`src/rtl/mem_arbiter.sv`:
```
// mem_arbiter
//   Shares one memory between the instruction-cache (I) and data-cache (D)
//   controllers. A port that wins arbitration owns the memory for as long as
//   it holds req, so a write-back followed by a fill completes without the
//   other port interleaving. Ties are broken round-robin. Reads are tagged
//   with the issuing port and their data is steered back RD_LAT cycles later,
//   even if ownership has changed in the meantime.
//
// Ports
//   clk, rst                      clock, synchronous active-high reset
//   {i,d}_req                     request / hold ownership
//   {i,d}_rd, {i,d}_wr            access strobes (acted on only while owner)
//   {i,d}_addr, {i,d}_data_in     word address and write data
//   {i,d}_data_out, {i,d}_valid   returned read data (zero when not valid)
//   {i,d}_stall                   access presented this cycle was not taken
//   mem_addr, mem_data_in         memory address / write data (zero when unowned)
//   mem_rd, mem_wr                memory strobes
//   mem_data_out, mem_stall       memory read data / busy
//   err                           owner asserted rd and wr together
module mem_arbiter #(
    parameter int RD_LAT = 2
) (
    input  logic        clk,
    input  logic        rst,
    input  logic        i_req,
    input  logic        i_rd,
    input  logic        i_wr,
    input  logic [15:0] i_addr,
    input  logic [15:0] i_data_in,
    output logic [15:0] i_data_out,
    output logic        i_valid,
    output logic        i_stall,
    input  logic        d_req,
    input  logic        d_rd,
    input  logic        d_wr,
    input  logic [15:0] d_addr,
    input  logic [15:0] d_data_in,
    output logic [15:0] d_data_out,
    output logic        d_valid,
    output logic        d_stall,
    output logic [15:0] mem_addr,
    output logic [15:0] mem_data_in,
    output logic        mem_rd,
    output logic        mem_wr,
    input  logic [15:0] mem_data_out,
    input  logic        mem_stall,
    output logic        err
);

    typedef enum logic [1:0] {IDLE, GRANT_I, GRANT_D} state_t;

    // Port tag: 0 = I, 1 = D.
    localparam logic TAG_I = 1'b0;
    localparam logic TAG_D = 1'b1;

    state_t state, state_nxt;
    logic   last_grant;

    // Return pipeline: entry 0 is loaded on an accepted read, entry RD_LAT-1
    // lines up with mem_data_out.
    logic [RD_LAT-1:0] vld_pipe;
    logic [RD_LAT-1:0] tag_pipe;

    logic        own_i, own_d, own_any;
    logic        o_rd, o_wr;
    logic [15:0] o_addr, o_data;
    logic        push, tail_v, tail_tag;

    // ---------------- arbitration ----------------
    always_ff @(posedge clk) begin
        if (rst) begin
            state      <= IDLE;
            last_grant <= TAG_I;
        end else begin
            state <= state_nxt;
            if (state_nxt == GRANT_I && state != GRANT_I) last_grant <= TAG_I;
            if (state_nxt == GRANT_D && state != GRANT_D) last_grant <= TAG_D;
        end
    end

    always_comb begin
        state_nxt = state;
        case (state)
            IDLE: begin
                if (i_req && d_req) state_nxt = (last_grant == TAG_I) ? GRANT_D : GRANT_I;
                else if (d_req)     state_nxt = GRANT_D;
                else if (i_req)     state_nxt = GRANT_I;
            end
            GRANT_I: if (!i_req) state_nxt = d_req ? GRANT_D : IDLE;
            GRANT_D: if (!d_req) state_nxt = i_req ? GRANT_I : IDLE;
            default: state_nxt = IDLE;
        endcase
    end

    // ---------------- owner mux / strobes ----------------
    // Everything is forced quiet while rst is high so the reset cycle itself
    // shows all-zero outputs.
    assign own_i   = (state == GRANT_I) & ~rst;
    assign own_d   = (state == GRANT_D) & ~rst;
    assign own_any = own_i | own_d;

    always_comb begin
        o_rd   = 1'b0;
        o_wr   = 1'b0;
        o_addr = '0;
        o_data = '0;
        if (own_i) begin
            o_rd = i_rd; o_wr = i_wr; o_addr = i_addr; o_data = i_data_in;
        end else if (own_d) begin
            o_rd = d_rd; o_wr = d_wr; o_addr = d_addr; o_data = d_data_in;
        end
    end

    assign mem_rd      = o_rd & ~o_wr;
    assign mem_wr      = o_wr & ~o_rd;
    assign mem_addr    = o_addr;
    assign mem_data_in = o_data;
    assign err         = own_any & o_rd & o_wr;

    // Owner stalls on memory busy or on an illegal rd+wr; a non-owner stalls
    // whenever it presents an access.
    always_comb begin
        i_stall = 1'b0;
        d_stall = 1'b0;
        if (!rst) begin
            if (own_i) i_stall = (mem_stall & (i_rd | i_wr)) | (i_rd & i_wr);
            else       i_stall = i_req & (i_rd | i_wr);
            if (own_d) d_stall = (mem_stall & (d_rd | d_wr)) | (d_rd & d_wr);
            else       d_stall = d_req & (d_rd | d_wr);
        end
    end

    // ---------------- read return ----------------
    assign push = mem_rd & ~mem_stall;

    always_ff @(posedge clk) begin
        if (rst) begin
            vld_pipe <= '0;
            tag_pipe <= '0;
        end else begin
            vld_pipe[0] <= push;
            tag_pipe[0] <= own_d;
            for (int k = 1; k < RD_LAT; k++) begin
                vld_pipe[k] <= vld_pipe[k-1];
                tag_pipe[k] <= tag_pipe[k-1];
            end
        end
    end

    assign tail_v   = vld_pipe[RD_LAT-1] & ~rst;
    assign tail_tag = tag_pipe[RD_LAT-1];

    assign i_valid    = tail_v & (tail_tag == TAG_I);
    assign d_valid    = tail_v & (tail_tag == TAG_D);
    assign i_data_out = i_valid ? mem_data_out : '0;
    assign d_data_out = d_valid ? mem_data_out : '0;

endmodule

```
`config.mk`:
```
export PLATFORM = sky130hd
export DESIGN_NAME = mem_arbiter
export DESIGN_NICKNAME = d
export VERILOG_FILES = /design/src/rtl/mem_arbiter.sv
export SDC_FILE = /design/constraint.sdc
export NUM_CORES = 1
export LEC_CHECK = 0
export ABC_AREA = 1
export BUFFER_PORTS_ARGS = -buffer_cell sky130_fd_sc_hd__buf_2
export CORE_ASPECT_RATIO = 1.1
export CORE_MARGIN = 8
export CORE_UTILIZATION = 26
export DETAILED_ROUTE_END_ITERATION = 12
export PLACE_DENSITY_LB_ADDON = 0.05
export SLEW_MARGIN = 0
export SYNTH_ARGS = -nofsm -noshare
export SYNTH_HDL_FRONTEND = slang
export SYNTH_SLANG_ARGS = --single-unit
```
`constraint.sdc`:
```
create_clock -name clk -period 1.1 [get_ports clk]
set_clock_uncertainty 0.2 [all_clocks]
set_input_delay 0.055 -clock clk [delete_from_list [all_inputs] [get_ports clk]]
set_output_delay 0.055 -clock clk [all_outputs]
set_load 0.03 [all_outputs]
```
==> flow_metrics.tcl, run 1 <==
set metrics [dict create \
    status "complete, but fails checks" \
    failed_checks "setup timing" \
    synth-seq-area-share_pct 13.7 \
    final_layout_size_suffix_gt1_share_pct 85.0 \
    drc 0 \
    synthAdderAreaFrac_pct 0 \
    hpwl_um 5060 \
    clk_latency_ps 220 \
    clockBufferDepth 2 \
    period_needed_ps 1640 \
    syn_area_per_cell_um2 6.36 \
    reg2reg_depth 8 \
    grt_max_degree 12 \
    yosys.area_share.simple_pct 31.4 \
    cts_sinks 7 \
    final_common_cell "buf_2" \
    worstHoldEndpoint "state[0]" \
    tightestPinTransition_ps 358 \
    grt_use_met2_pct 42.9 \
    syn-num-nets 250 \
    grt.met3_usage_pct 11.4 \
    core_area_um2 3870 \
    grt_pass1_vias 2075 \
    max_slew_margin_pct 76.1 \
    route.final.wire_length_um 7150 \
    required_ps 840 \
    routed_via_density 4.67 \
    whs_path_depth 3 \
    die-width_um 75.8 \
    numCtsBuffers 3 \
    hp-start "i_req" \
    power.leakage_nw 1.73 \
    setup_viol 75 \
    antenna_found_initial 0 \
    start_util_pct 26.4 \
    gp_congestion 0.775 \
    finalCritPeriodShare_pct 149 \
    final_cell_mix "buf_2, buf_6, nor2_4, a22o_4, inv_1" \
    start_kind "register" \
    dieArea_um2 6200 \
    htreeDepth 1 \
    grt_setup_unrepaired "yes" \
    cts_tree "built" \
    n_antenna_cell 0 \
    min_path_type "input pin to register" \
    max_freq_mhz 608 \
    synth_cells 161 \
    final_nets 431 \
    path_clk_slew_ps 40 \
    post_drt_wl_per_cell_um 18.2 \
    dr.pass1.iters 4 \
    io_buffers 159 \
    powerDensity_nw_per_um2 572 \
    synthToLayoutAreaGrowth_pct 222 \
    rows 24 \
    ys_ff_latch 7 \
    slew_violations 0 \
    place_ws_ps -348 \
    ir_drop_v 0.000397 \
    use_met1_pct 17.5 \
    cp.arrival_ps 1390 \
    drv_cap 0 \
    end_kind "output pin" \
    grt_pass1_wl_um 10300 \
    ys_types 18 \
    die_h_um 81.8 \
    grt_util_all_layers_pct 21.8 \
    yosysWarnings 0 \
    yosys.area_share.xor_xnor_pct 0 \
    utilization_pct 84.9 \
    synth_top_family_by_area "compound AO/OA/AOI/OAI gates" \
    drtAntennaViolNets 0 \
    synth.area.mux_share_pct 0 \
    hold_violations 0 \
    overflow 0 \
    cts-root-buf "clkbuf_8" \
    netlist_area_um2 1020 \
    timing.rr.start "state[0]" \
    criticalPathCategory "register to output pin" \
    final.setup.worst_slack_ps -544 \
    timing.rr.end "vld_pipe[0]" \
    fill_cells 223 \
    num_vias 1834 \
    drt-initial-drc-count 29 \
    reg2reg_slack_ps -290 \
    top_usage_layer "met2" \
    io_pins 160 \
    synth_compound_area_share_pct 33.5 \
    cp_max_fo 6 \
]
flip-flops by register name, summed over array words and instances, names as in the netlist:
register	flops
tag_pipe	2
vld_pipe	2
state	2
last_grant	1
worst max-delay path, stage by stage, from the launching register on:
cell and delay (ps):
dfxtp_4 360, inv_4 60, nand2_4 60, nor2_8 200
nand2_2 100, o21ai_4 90, buf_6 130, nor2_4 30
buf_6 130
cells in the mapped netlist:
master	number	share of area, %
a21oi_1	6	2.9
a22o_1	32	27
a31oi_1	1	0.61
buf_2	2	0.98
buf_6	7	7.7
dfxtp_1	7	14
inv_1	29	11
inv_2	4	1.5
inv_4	1	0.61
nand2_1	14	5.1
nand2_2	5	3.1
nand3_1	2	0.98
nor2_1	43	16
nor2_2	1	0.61
nor2_8	2	3.9
nor3_2	2	2.0
o21ai_1	2	0.98
o21ai_4	1	1.6
routing by layer:
layer / routed length [um] / share of wire [%] / vias up
li1: - / - / 890
met1: 2050 / 29 / 832
met2: 4110 / 57 / 98
met3: 820 / 11 / 14
met4: 167 / 2.3 / 0
met5: 0 / 0 / -
timing repair:
| item | CTS | global route |
|---|---|---|
| gates cloned | 3 | 0 |
| hold buffers | 1 | 0 |
| endpoints found under the setup margin | 75 | 76 |
| hold endpoints to repair | 3 | 0 |
| pin swaps | 10 | 7 |
| setup buffers | 4 | 2 |
| resized for setup | 162 | 29 |
metrics by stage:
| step | hold WS, ps | cells | power [W] | TNS [ps] | instance area (um^2) |
|---|---|---|---|---|---|
| after CTS | -25.5 | 391 | 0.00181 | -33750 | 3160 |
| after global routing | 30.8 | 393 | 0.00199 | -39190 | 3290 |
| after global placement | 59.5 | 379 | 0.00128 | -20430 | 2490 |
| after floorplan | -78.1 | 161 | 0.000953 | -18910 | 1620 |
| after detailed placement | 54.6 | 379 | 0.00129 | -20950 | 2490 |
| final | 30.5 | 393 | 0.00188 | -35170 | 3290 |
power breakdown:
part	internal [W]	switching (W)	total (W)
clock	0.000251	0.000108	0.000359
combinational	0.000590	0.000636	0.00123
sequential	0.000279	0.0000204	0.000299
worst max path at each step:
stage	end	from	cells after the start
after CTS	mem_wr	state[0]	8
final	mem_wr	state[0]	8
after global placement	mem_data_in[12]	state[1]	6
after global routing	err	state[0]	8
after floorplan	d_data_out[10]	tag_pipe[1]	5
after detailed placement	mem_addr[15]	state[0]	6
final cells by class:
type | instances | area, um^2 | share of cell area, %
clock buffers | 4 | 45.0 | 1.37
flip-flops and latches | 7 | 150 | 4.56
repair buffers | 183 | 1510 | 45.9
inverters | 34 | 195 | 5.93
repair inverters | 2 | 27.5 | 0.837
well taps | 52 | 65.1 | 1.98
multi-input cells | 111 | 1300 | 39.5
kinds of logic after synthesis:
| group | Yosys count |
|---|---|
| AO/OA/AOI/OAI | 42 |
| AND/OR/NAND/NOR | 69 |
| flip-flops | 7 |
| buffers and inverters | 43 |
(Power assumes the default switching activity.)
==> run 2: changes to the inputs <==
--- a/config.mk
+++ b/config.mk
@@ -8,8 +8,9 @@
 export ABC_AREA = 1
 export BUFFER_PORTS_ARGS = -buffer_cell sky130_fd_sc_hd__buf_2
 export CORE_ASPECT_RATIO = 1.1
-export CORE_MARGIN = 8
-export CORE_UTILIZATION = 26
+export CORE_MARGIN = 3
+export CORE_UTILIZATION = 27
+export CTS_BUF_LIST = sky130_fd_sc_hd__clkbuf_8
 export DETAILED_ROUTE_END_ITERATION = 12
 export PLACE_DENSITY_LB_ADDON = 0.05
 export SLEW_MARGIN = 0
==> run 2 against run 1 <==
Against the previous run: critical path type unchanged; sequential power is 1% higher; the flow still finishes with violations (setup timing); critical path depth stayed put; die area is 26% lower; routed wire length is 24% higher; global-route usage is 6.7 points higher; largest power group unchanged; largest cell class unchanged; setup slack worse by 22 ps.
==> flow_metrics.tcl, run 2 (same netlist as run 1, synthesis figures left out) <==
set metrics [dict create \
    status "complete, but fails checks" \
    failed_checks "setup timing" \
    tightestPinTransition_ps 374 \
    gp_congestion 0.815 \
    reg_top3 "state: 2 flops, tag_pipe: 2 flops, vld_pipe: 2 flops" \
    cp.arrival_ps 1410 \
    final.setup.worst_slack_ps -566 \
    drt-initial-drc-count 120 \
    drtAntennaViolNets 0 \
    path_clk_slew_ps 40 \
    start_util_pct 29.3 \
    fill_cells 114 \
    powerDensity_nw_per_um2 608 \
    grt_pass1_wl_um 10200 \
    cts_tree "built" \
    hpwl_um 4020 \
    clk_latency_ps 230 \
    final_layout_size_suffix_gt1_share_pct 84.3 \
    final_common_cell "buf_2" \
    final_nets 427 \
    p_total_w 0.00198 \
    post_drt_wl_per_cell_um 23.0 \
    utilization_pct 93.4 \
    setup_tns_ps -37300 \
    cts_sinks 7 \
    grt_max_degree 24 \
    die_h_um 70.6 \
    start_kind "register" \
    grt_pass1_vias 1999 \
    hold_violations 0 \
    seq_area_um2 150 \
    setup_viol 76 \
    criticalPathCategory "register to output pin" \
    dieArea_um2 4570 \
    grt_util_all_layers_pct 28.5 \
    max_freq_mhz 600 \
    slew_violations 0 \
    required_ps 840 \
    dr.pass1.iters 4 \
    max_slew_margin_pct 74.9 \
    drc 0 \
    route.final.wire_length_um 8880 \
    io_pins 160 \
    num_vias 2018 \
    ir_drop_v 0.000791 \
    min_path_type "input pin to register" \
    cts-root-buf "clkbuf_8" \
    numCtsBuffers 3 \
    antenna_found_initial 1 \
    rows 22 \
    clockBufferDepth 2 \
    final_cell_mix "buf_2, buf_6, nor2_4, a22o_4, inv_1" \
    period_needed_ps 1670 \
    overflow 0 \
    multiInputGateArea_um2 1300 \
    core_area_um2 3500 \
    die-width_um 64.7 \
    finalCritPeriodShare_pct 151 \
    power.leakage_nw 1.71 \
    routed_via_density 5.23 \
    end_kind "output pin" \
    place_ws_ps -320 \
    synthToLayoutAreaGrowth_pct 219 \
    grt_setup_unrepaired "yes" \
    drv_cap 0 \
    cp_max_fo 6 \
    io_buffers 159 \
    htreeDepth 1 \
]
==> run 2: metal layers <==
| metal | share of wire (%) | GRT usage, % | routed length [um] |
|---|---|---|---|
| met1 | 30 | 25.8 | 2700 |
| met2 | 55 | 56.8 | 4900 |
| met3 | 7.6 | 7.62 | 672 |
| met4 | 6.8 | 13.1 | 605 |
| met5 | 0 | 0 | 0 |
==> run 2: critical path, stage by stage (launching register included) <==
cell and delay [ps]:
dfxtp_4 360, inv_4 70, nand2_4 60, nor2_8 200, nand2_2 100, o21ai_4 100
buf_6 130, nor2_4 30, buf_6 130
==> run 2: path summary, 6_finish.rpt <==
path               startpoint          end  depth (start not counted)  slack [ps]
hold reg to reg   vld_pipe[0]  vld_pipe[1]                          2         230
setup reg to reg     state[1]   last_grant                         11        -420
hold / removal          i_req     state[0]                          3           8
setup / recovery     state[0]       mem_wr                          8        -570
==> run 2: cell type report <==
cell class,instances,area share [%]
inverter,34,6.13
timing repair inverter,2,0.843
clock inverter,1,0.115
timing repair buffer,179,45.3
tap,48,1.84
antenna,1,0.0767
sequential,7,4.60
clock buffer,3,1.26
multi-input combinational,111,39.8
==> run 2: power breakdown <==
part | switching (W) | leakage, nW | internal, W
logic | 0.000715 | 1.63 | 0.000595
clock network | 0.000128 | 0.0269 | 0.000243
registers | 0.0000244 | 0.0595 | 0.000279
total | 0.000867 | 1.71 | 0.00112
==> run 2: what timing repair did <==
action	4_1_cts	5_1_grt
resized for setup	151	50
cloned	3	0
endpoints found under the hold margin	3	0
buffers inserted	2	5
hold buffers	1	0
endpoints found under the setup margin	76	76
pin swaps	6	6
==> run 2: metrics by stage <==
step,instance area [um^2],std cells,hold WS [ps]
CTS,3080,380,-41.2
global placement,2450,370,35.3
global route,3260,386,35.5
finish,3260,386,8.35
floorplan,1620,161,-78.1
detailed placement,2450,370,37.5
==> run 3: changes to the inputs <==
--- a/config.mk
+++ b/config.mk
@@ -9,7 +9,7 @@
 export BUFFER_PORTS_ARGS = -buffer_cell sky130_fd_sc_hd__buf_2
 export CORE_ASPECT_RATIO = 1.1
 export CORE_MARGIN = 3
-export CORE_UTILIZATION = 27
+export CORE_UTILIZATION = 30
 export CTS_BUF_LIST = sky130_fd_sc_hd__clkbuf_8
 export DETAILED_ROUTE_END_ITERATION = 12
 export PLACE_DENSITY_LB_ADDON = 0.05
==> constraint.sdc (replaced) <==
create_clock -name clk -period 1.9 [get_ports clk]
set_clock_uncertainty 0.2 [all_clocks]
set_input_delay 0.095 -clock clk [delete_from_list [all_inputs] [get_ports clk]]
set_output_delay 0.095 -clock clk [all_outputs]
set_load 0.03 [all_outputs]
==> run 3 against run 2 <==
Against the previous run: the flow now finishes without violations; total power fell by 59%; first-iteration DRC count fell by 41%; global-route usage decreased by 9.5 points; hold slack better by 5.3 ps; register-to-register slack improved by 950 ps; flip-flop and latch count unchanged; sequential power is 44% lower; cell area decreased by 41%.
==> flow_metrics.tcl, run 3 (same netlist as run 1, synthesis figures left out) <==
set metrics [dict create \
    clk_latency_ps 230 \
    hp-start "i_req" \
    holdWs_ps 13.6 \
    setup_viol 0 \
    num_vias 1630 \
    path_buf_inv 2 \
    final_common_cell "buf_2" \
    ir_drop_v 0.000196 \
    grt_setup_unrepaired "no" \
    post_drt_wl_per_cell_um 12.8 \
    final.setup.worst_slack_ps 129 \
    dieArea_um2 4150 \
    finalCritPeriodShare_pct 93.2 \
    grt_max_degree 23 \
    path_clk_slew_ps 40 \
    required_ps 1600 \
    drtAntennaViolNets 0 \
    tightestPinTransition_ps 384 \
    path_cells "nand2_2 -> nor2_8 -> buf_12 -> a22o_1 -> buf_2" \
    drv_cap 0 \
    clockBufferDepth 2 \
    max_freq_mhz 565 \
    start_kind "register" \
    n_antenna_cell 0 \
    start_util_pct 32.5 \
    drc 0 \
    rows 21 \
    core_area_um2 3150 \
    final_layout_size_suffix_gt1_share_pct 57.1 \
    cp_slowest_cell "dfxtp_1" \
    htreeDepth 1 \
    die-width_um 61.7 \
    whs_path_depth 3 \
    drt-initial-drc-count 71 \
    timing.rr.start "state[0]" \
    reg2reg_slack_ps 530 \
    slew_violations 0 \
    cts_tree "built" \
    cts_sinks 7 \
    timing.rr.end "vld_pipe[0]" \
    routed_via_density 4.58 \
    io_buffers 159 \
    route.final.wire_length_um 4560 \
    power.leakage_nw 1.32 \
    grt_util_all_layers_pct 18.9 \
    cp_slowest_stage_delay_ps 380 \
    powerDensity_nw_per_um2 425 \
    antenna_found_initial 0 \
    end_kind "output pin" \
    period_needed_ps 1770 \
    reg_top3 "state: 2 flops, tag_pipe: 2 flops, vld_pipe: 2 flops" \
    final_cell_mix "buf_2, nor2_1, a22o_1, inv_1, nand2_1" \
    numCtsBuffers 3 \
    grt_pass1_vias 1434 \
    cp.arrival_ps 1480 \
    setup_tns_ps 0 \
    min_path_type "input pin to register" \
    reg2reg_depth 7 \
    cp_max_fo 22 \
    status "finished clean" \
    dr.pass1.iters 4 \
    criticalPathCategory "register to output pin" \
    worstHoldEndpoint "state[0]" \
    p_total_w 0.000813 \
    synthToLayoutAreaGrowth_pct 86.7 \
    overflow 0 \
    io_pins 160 \
    final_nets 412 \
    grt_pass1_wl_um 6100 \
    critPathTopFamily "flip-flops" \
    hpwl_um 3830 \
    cts-root-buf "clkbuf_8" \
    place_ws_ps 284 \
    die_h_um 67.3 \
    max_slew_margin_pct 74.4 \
    gp_congestion 0.800 \
    hold_violations 0 \
]
run 3: cell count changes in the layout (fill, tap and decap cells not counted), moves of 6 or more:
cell,change
inv_1,+6
nor2_4,-34
a22o_1,+32
nor2_1,+33
a22o_4,-32
buf_2,+71
buf_6,-80
run 3: per-layer routing:
metal / global-route usage [%] / wire length, um / vias to the layer above
met5: 0 / 0 / -
met2: 35.2 / 2400 / 91
met1: 21.6 / 1730 / 689
li1: - / - / 843
met4: 4.77 / 46 / 0
met3: 3.25 / 386 / 7
run 3: power breakdown:
group / internal, W / switching, W / total [W]
combinational: 0.000182 / 0.000259 / 0.000441
clock: 0.000140 / 0.0000635 / 0.000203
sequential: 0.000160 / 0.00000830 / 0.000169
total: 0.000482 / 0.000331 / 0.000813
run 3: how the worst max path moves through the flow:
| stage | start | slack (ps) | to | depth (start not counted) |
|---|---|---|---|---|
| floorplan | vld_pipe[1] | 40 | d_data_out[10] | 5 |
| global placement | state[0] | 310 | mem_data_in[10] | 6 |
| detailed placement | state[0] | 280 | mem_data_in[10] | 6 |
| CTS | state[0] | 40 | mem_data_in[10] | 6 |
| global route | state[0] | 40 | mem_data_in[10] | 6 |
| finish | state[0] | 130 | mem_data_in[10] | 5 |
run 3: timing repair:
| item | in CTS | in global routing |
|---|---|---|
| hold buffers | 1 | 0 |
| setup buffers | 0 | 4 |
| endpoints found under the hold margin | 1 | 0 |
| resized for setup | 0 | 0 |
| endpoints found under the setup margin | 0 | 21 |
run 3: final cells by class:
cell class                 count  area (um^2)
clock buffer                   3         41.3
clock inverter                 1         3.75
fill                         317         1240
inverter                      34          130
multi-input combinational    111          664
sequential                     7          140
tap                           34         42.5
timing repair buffer         166          888
run 3: per-stage QoR:
step                      utilization (%)  cells  instance area (um^2)
final                                60.6    356                  1910
after global routing                 60.6    356                  1910
after CTS                            59.2    352                  1870
after detailed placement             57.5    347                  1810
after global placement               57.5    347                  1810
after floorplan                         -    161                  1020
run 3: worst register-to-register path: stages, from the launching register on:
cell and delay [ps]:
dfxtp_1 380, nand2_2 150, nor2_8 210, nand2_1 70, nand2_1 100, inv_2 50
nand2_2 70, nor2_2 30
